<file path="src/rtl/a_pass_entry.sv">
// Keypad-side password entry: shifts four digits into a 16-bit attempt, holds it for the
// checker, counts consecutive failures and runs a tick-timed lockout after too many.
module a_pass_entry #(
  parameter int unsigned MAX_FAIL      = 3,
  parameter int unsigned LOCKOUT_TICKS = 500
) (
  input  logic        clk_i,
  input  logic        reset_ni,
  input  logic        tick_i,
  input  logic        key_valid_i,
  input  logic [3:0]  key_code_i,
  input  logic        key_clear_i,
  input  logic        gen_rst_i,
  input  logic        enb_lock_i,
  output logic [15:0] pw_16bit_o,
  output logic        enough_o,
  output logic        disable_cnt_o,
  output logic [2:0]  digit_cnt_o,
  output logic [2:0]  fail_cnt_o
);

  typedef enum logic [1:0] {StEntry, StFull, StLockout, StOpen} state_e;

  localparam logic [2:0]  FailLast  = 3'(MAX_FAIL - 1);
  localparam logic [15:0] LockTicks = 16'(LOCKOUT_TICKS);

  state_e      state_q, state_d;
  logic [15:0] pw_q, pw_d;
  logic [15:0] timer_q, timer_d;
  logic [2:0]  digit_q, digit_d;
  logic [2:0]  fail_q, fail_d;
  logic        enough_q, disable_q;

  always_comb begin
    state_d = state_q;
    pw_d    = pw_q;
    timer_d = timer_q;
    digit_d = digit_q;
    fail_d  = fail_q;
    unique case (state_q)
      StEntry: begin
        // Clear has priority; a key strobed alongside it is dropped.
        if (key_clear_i) begin
          pw_d    = '0;
          digit_d = '0;
        end else if (key_valid_i) begin
          pw_d    = {pw_q[11:0], key_code_i};
          digit_d = digit_q + 3'd1;
          if (digit_q == 3'd3) state_d = StFull;
        end
      end
      StFull: begin
        if (gen_rst_i) begin
          pw_d    = '0;
          digit_d = '0;
          if (enb_lock_i) begin
            state_d = StOpen;
            fail_d  = '0;
          end else if (fail_q == FailLast) begin
            state_d = StLockout;
            fail_d  = '0;
            timer_d = LockTicks;
          end else begin
            state_d = StEntry;
            fail_d  = fail_q + 3'd1;
          end
        end
      end
      StLockout: begin
        if (tick_i) begin
          if (timer_q == 16'd1) begin
            state_d = StEntry;
            timer_d = '0;
          end else begin
            timer_d = timer_q - 16'd1;
          end
        end
      end
      StOpen: begin
        if (!enb_lock_i) state_d = StEntry;
      end
      default: state_d = StEntry;
    endcase
  end

  always_ff @(posedge clk_i or negedge reset_ni) begin
    if (!reset_ni) begin
      state_q   <= StEntry;
      pw_q      <= '0;
      timer_q   <= '0;
      digit_q   <= '0;
      fail_q    <= '0;
      enough_q  <= 1'b0;
      disable_q <= 1'b0;
    end else begin
      state_q   <= state_d;
      pw_q      <= pw_d;
      timer_q   <= timer_d;
      digit_q   <= digit_d;
      fail_q    <= fail_d;
      // Flags track the next state so they are registered yet change on the same edge.
      enough_q  <= (state_d == StFull);
      disable_q <= (state_d == StLockout);
    end
  end

  assign pw_16bit_o    = pw_q;
  assign enough_o      = enough_q;
  assign disable_cnt_o = disable_q;
  assign digit_cnt_o   = digit_q;
  assign fail_cnt_o    = fail_q;

endmodule

</file>
<file path="config.mk">
export PLATFORM = sky130hd
export DESIGN_NAME = a_pass_entry
export DESIGN_NICKNAME = d
export VERILOG_FILES = /design/src/rtl/a_pass_entry.sv
export SDC_FILE = /design/constraint.sdc
export NUM_CORES = 1
export LEC_CHECK = 0
export ABC_CLOCK_PERIOD_IN_PS = 3940
export CORE_MARGIN = 1.5
export CORE_UTILIZATION = 57
export DETAILED_ROUTE_END_ITERATION = 7
export DONT_BUFFER_PORTS = 1
export GPL_TIMING_DRIVEN = 0
export HOLD_SLACK_MARGIN = 0.1
export PLACE_DENSITY = 0.76
export SYNTH_ARGS = -nofsm -noshare
export SYNTH_HDL_FRONTEND = slang
export SYNTH_SLANG_ARGS = --single-unit
</file>
<file path="constraint.sdc">
create_clock -name clk_i -period 3.94 [get_ports clk_i]
set_clock_uncertainty 0.2 [all_clocks]
set_input_delay 0.394 -clock clk_i [delete_from_list [all_inputs] [get_ports clk_i]]
set_output_delay 0.394 -clock clk_i [all_outputs]
set_load 0.05 [all_outputs]
</file>
=== After elaboration in Yosys (flattened, before gate mapping) ===
Index checks and enable logic that the tools add are counted.

* Flip-flop bits (word level): 42
* Output and inout bits: 24

* Add/sub/neg operators: 3
* Equality and inequality tests: 13
* Muxes and demuxes: 26
* Reductions and logical operators: 6

{| class="wikitable"
|+ Operator list
! operator !! count
|-
| 16-bit 2-to-1 mux || 8
|-
| 16-bit one-hot mux with 2 select lines || 2
|-
| 2-bit 2-to-1 mux || 9
|-
| 16-bit by 1-bit == test with 1-bit output, second input constant || 1
|-
| 16-bit by 1-bit subtractor with 16-bit output, second input constant || 1
|-
| 3-bit 2-to-1 mux || 5
|-
| 2-bit != test, second input constant || 4
|-
| 2-bit one-hot mux with 4 select lines || 1
|-
| 3-bit by 1-bit adder with 3-bit output, second input constant || 2
|-
| 2-bit == test, second input constant || 3
|-
| 3-bit by 2-bit == test with 1-bit output, second input constant || 2
|-
| 3-bit one-hot mux with 2 select lines || 1
|-
| 5-bit AND reduction || 1
|-
| 2-bit by 1-bit == test with 1-bit output, second input constant || 2
|-
| 2-bit nonzero test || 2
|-
| 3-bit != test, second input constant || 1
|-
| 3-bit AND reduction || 1
|-
| 2-bit logical NOT || 1
|-
| 2-bit AND reduction || 1
|}

=== Longest topological paths before layout ===
* Word-level depth: 6
* Gate-level depth with buffers: 8
* Mapped depth without buffers: 7

=== Worst setup path after synthesis ===
No wires, ideal clock.

* Path type: register -> register
* From: reg fail_q[1], in the netlist fail_cnt_o[1]
* To: reg timer_q[9]
* Library setup time: 135 ps
* Arrival: 1938 ps
* Required time: 3605 ps
* Slack: 1667 ps
* Cell stages (with the launch flop): 6
* Path buffers: 1
* Cells stage by stage: dfrtp_1 -> or3b_2 -> o31a_1 -> clkbuf_1 -> a21oi_1 -> o41ai_1

* Word-level cells in the longest chain between the ends: 3

{| class="wikitable"
|+ Ends and longest elaborated chain
! element !! RTL line !! RTL
|-
| start, declared || 31 || <nowiki>logic [2:0] fail_q, fail_d;</nowiki>
|-
| start signal, assigned || 100 || <nowiki>fail_q <= fail_d;</nowiki>
|-
| 3-bit by 2-bit == test with 1-bit output || 59 || <nowiki>end else if (fail_q == FailLast) begin</nowiki>
|-
| 2-bit != test (no line) || - ||
|-
| 5-bit AND reduction (no line) || - ||
|-
| end signal, assigned || 98 || <nowiki>timer_q <= timer_d;</nowiki>
|-
| end, declared || 29 || <nowiki>logic [15:0] timer_q, timer_d;</nowiki>
|}

No other way between the ends.
A chain may end at the register's enable or synchronous reset.

=== Worst setup path after layout ===
Same ends and word-level chain as after synthesis.

==> metrics.txt <==
run status completed; DRT iter0 DRCs 92; WHS Endpoint state_q[1]$_DFF_PN0_; hold depth 2; number of global-route vias before repair 1778; Clock Pin Slew Worst Setup and Hold Paths 80 ps; Top FF cell, synth dfrtp_1; # rows 21; Top Layer Used met4; crit-path max FO 10; Max Fclk 0.396 GHz; Root Driver clkbuf_8; Layout Nets 246; P_sw 230 uW; met2 wire len 2360 um; count of final max-slew check failures 0; worst reg2reg setup slack 1420 ps; initial antenna violation count 0; vias 1706; met1 WL 1990 um; WL met3 226 um; die area 4070 um^2; Core ar. 3440 um^2; Combinational Power Share 9.2%; ANT nets after route 0; unrepaired setup endpoints after global routing no; Final Non-Filler Cells 278; CTS resizes 0; Leak 0.968 nW; commonest non-fill, non-tap cell in the layout dfrtp_1; clock network fraction of design power 33.6%; Post-synth EDFFs 0; dpl hpwl 3250 um; internal power 605 uW; Max-Cap Viols 0; startpoint types flop; GR Overflow Total 0; FF-to-FF path depth 5; post-synthesis cell count 216; Post-Route Setup TNS 0 ps; drt first pass iters 4; Clock Path Buffers 2; overall power 835 uW; Horiz. Die Dim 63.8 um; Worst Path Required 3920 ps; CP Capture Type flop; Port-buffer cells 0; Sequential Power Share 57.2%; final worst-path cycle share 64.0%; Fin. Hold Viols 0; Final Critical Period 2520 ps; GRT Total Usage 26.2%; R2R Path Start fail_cnt_o[1]$_DFFE_PN0P_; Final Instance Area 2340 um^2; WP data arrival 2500 ps; GPL Wtd Cong 0.893; sequential element share of the synthesized area 49.9%; asr flop ratio synth 100%; fin util 68.1%; WS Path Type flop to flop; vias per std cell 6.14; I/O pins 35; Slew HR 61.6%; post-synthesis cell type count 47; Die Y 63.8 um; Slew @ Worst Pin 577 ps; Syn Nets 231; Tightest Hold Check Type primary input to flop; CTS tree built; Cell Pwr Density 356 nW/um^2; Placed Cells 262; Ys Warns 0; Initial Utilization 61.2%; drt total wl 4670 um; Routed WL per cell 16.8 um; clock net sink count 42; Skew-Pair Late Insertion Delay 300 ps; largest net degree at the start of global routing 43; Remaining DRCs 0; Max VDD drop 0.233 mV; Post-Syn Area 2110 um^2; share of cells above drive strength 1 9.48%; hold_sp gen_rst_i; first-pass GRT wire length 8110 um; RR Endpoint timer_q[9]$_DFFE_PN0P_; syn avg cell area 9.75 um^2; switching part of the total 27.6%; Num CTS Buffers 5; critical path startpoint fail_cnt_o[1]$_DFFE_PN0P_; most frequent cells in the layout dfrtp_1, nand2_1, nor2_1; flops & latches, synth 42; H-tree depth 2; Area after DPL 2160 um^2; area delta synth->final 11.3%; # setup viols final 0; Antenna diodes 0
power by group through the flow:
| stage | registers, mW | clock network (mW) | logic, mW |
|---|---|---|---|
| after floorplan | 0.481 | 0 | 0.0470 |
| after global placement | 0.484 | 0 | 0.0547 |
| after detailed placement | 0.486 | 0 | 0.0614 |
| after CTS | 0.477 | 0.287 | 0.0782 |
| after global routing | 0.480 | 0.301 | 0.0864 |
| final | 0.478 | 0.281 | 0.0767 |
repair_timing:
action,in CTS,in global routing
buffers inserted,0,0
endpoints found under the hold margin,50,0
hold buffers,8,0
worst max path at each step:
stage | end | depth (start not counted) | slack (ps)
floorplan | timer_q[9]$_DFFE_PN0P_ | 5 | 1670
global placement | timer_q[9]$_DFFE_PN0P_ | 5 | 1460
detailed placement | timer_q[9]$_DFFE_PN0P_ | 5 | 1430
CTS | timer_q[9]$_DFFE_PN0P_ | 5 | 1420
global route | timer_q[14]$_DFFE_PN0P_ | 8 | 1290
finish | timer_q[9]$_DFFE_PN0P_ | 5 | 1420
cells in the mapped netlist (3+ instances only):
library cell	number	share of area (%)
o22a_1	6	2.5
ha_1	4	2.4
nand2_1	29	5.2
nor2_1	19	3.4
a21oi_1	15	3.6
nor3_1	7	1.7
a22o_1	11	4.6
o31ai_1	4	1.4
dfrtp_1	42	50
o21ai_0	12	2.9
nor2b_1	3	0.89
a31oi_1	3	0.89
o22ai_1	3	0.89
inv_1	8	1.4
nand3_1	4	0.95
clkbuf_1	10	1.8
or4_1	3	1.1
registers in the layout (all words and copies together), names as in the netlist:
register,count
pw_16bit_o,16
timer_q,16
digit_cnt_o,3
fail_cnt_o,3
state_q,2
disable_cnt_o,1
enough_o,1
metal layers:
layer | track usage (%) | vias to the layer above
li1 | - | 813
met4 | 12.8 | 0
met3 | 7.39 | 8
met1 | 30.0 | 836
met2 | 44.9 | 49
met5 | 0 | -
stage by stage:
stage,hold slack [ps],worst slack (ps)
after global placement,-101,1460
after CTS,103,1420
final,107,1420
after floorplan,-102,1670
after detailed placement,-100,1430
after global routing,108,1290
cells by family (layout without fill, tap and decap cells):
| kind of cell | Yosys count | count (layout) | share of synthesized area (%) |
|---|---|---|---|
| simple gates | 83 | 83 | 21.4 |
| compound gates | 66 | 66 | 21.8 |
| flops | 42 | 42 | 49.9 |
| buf+inv | 20 | 36 | 3.98 |
| fa+ha+maj | 4 | 4 | 2.38 |
| mux | 1 | 1 | 0.535 |
worst max-delay path, cell delays in order (launching register included):
cell	delay, ps
dfrtp_1	710
or3b_2	550
o31a_1	360
clkbuf_1	270
a21oi_1	210
o41ai_1	80
area by class of cell:
class	instances	area, um^2
fillers	272	1100
flip-flops and latches	42	1050
multi-input cells	154	971
repair buffers	8	90.1
clock buffers	5	68.8
well taps	46	57.6
plain buffers	12	53.8
inverters	8	30.0
clock inverters	3	21.3
Note: power is estimated with default switching activity, not from simulation.
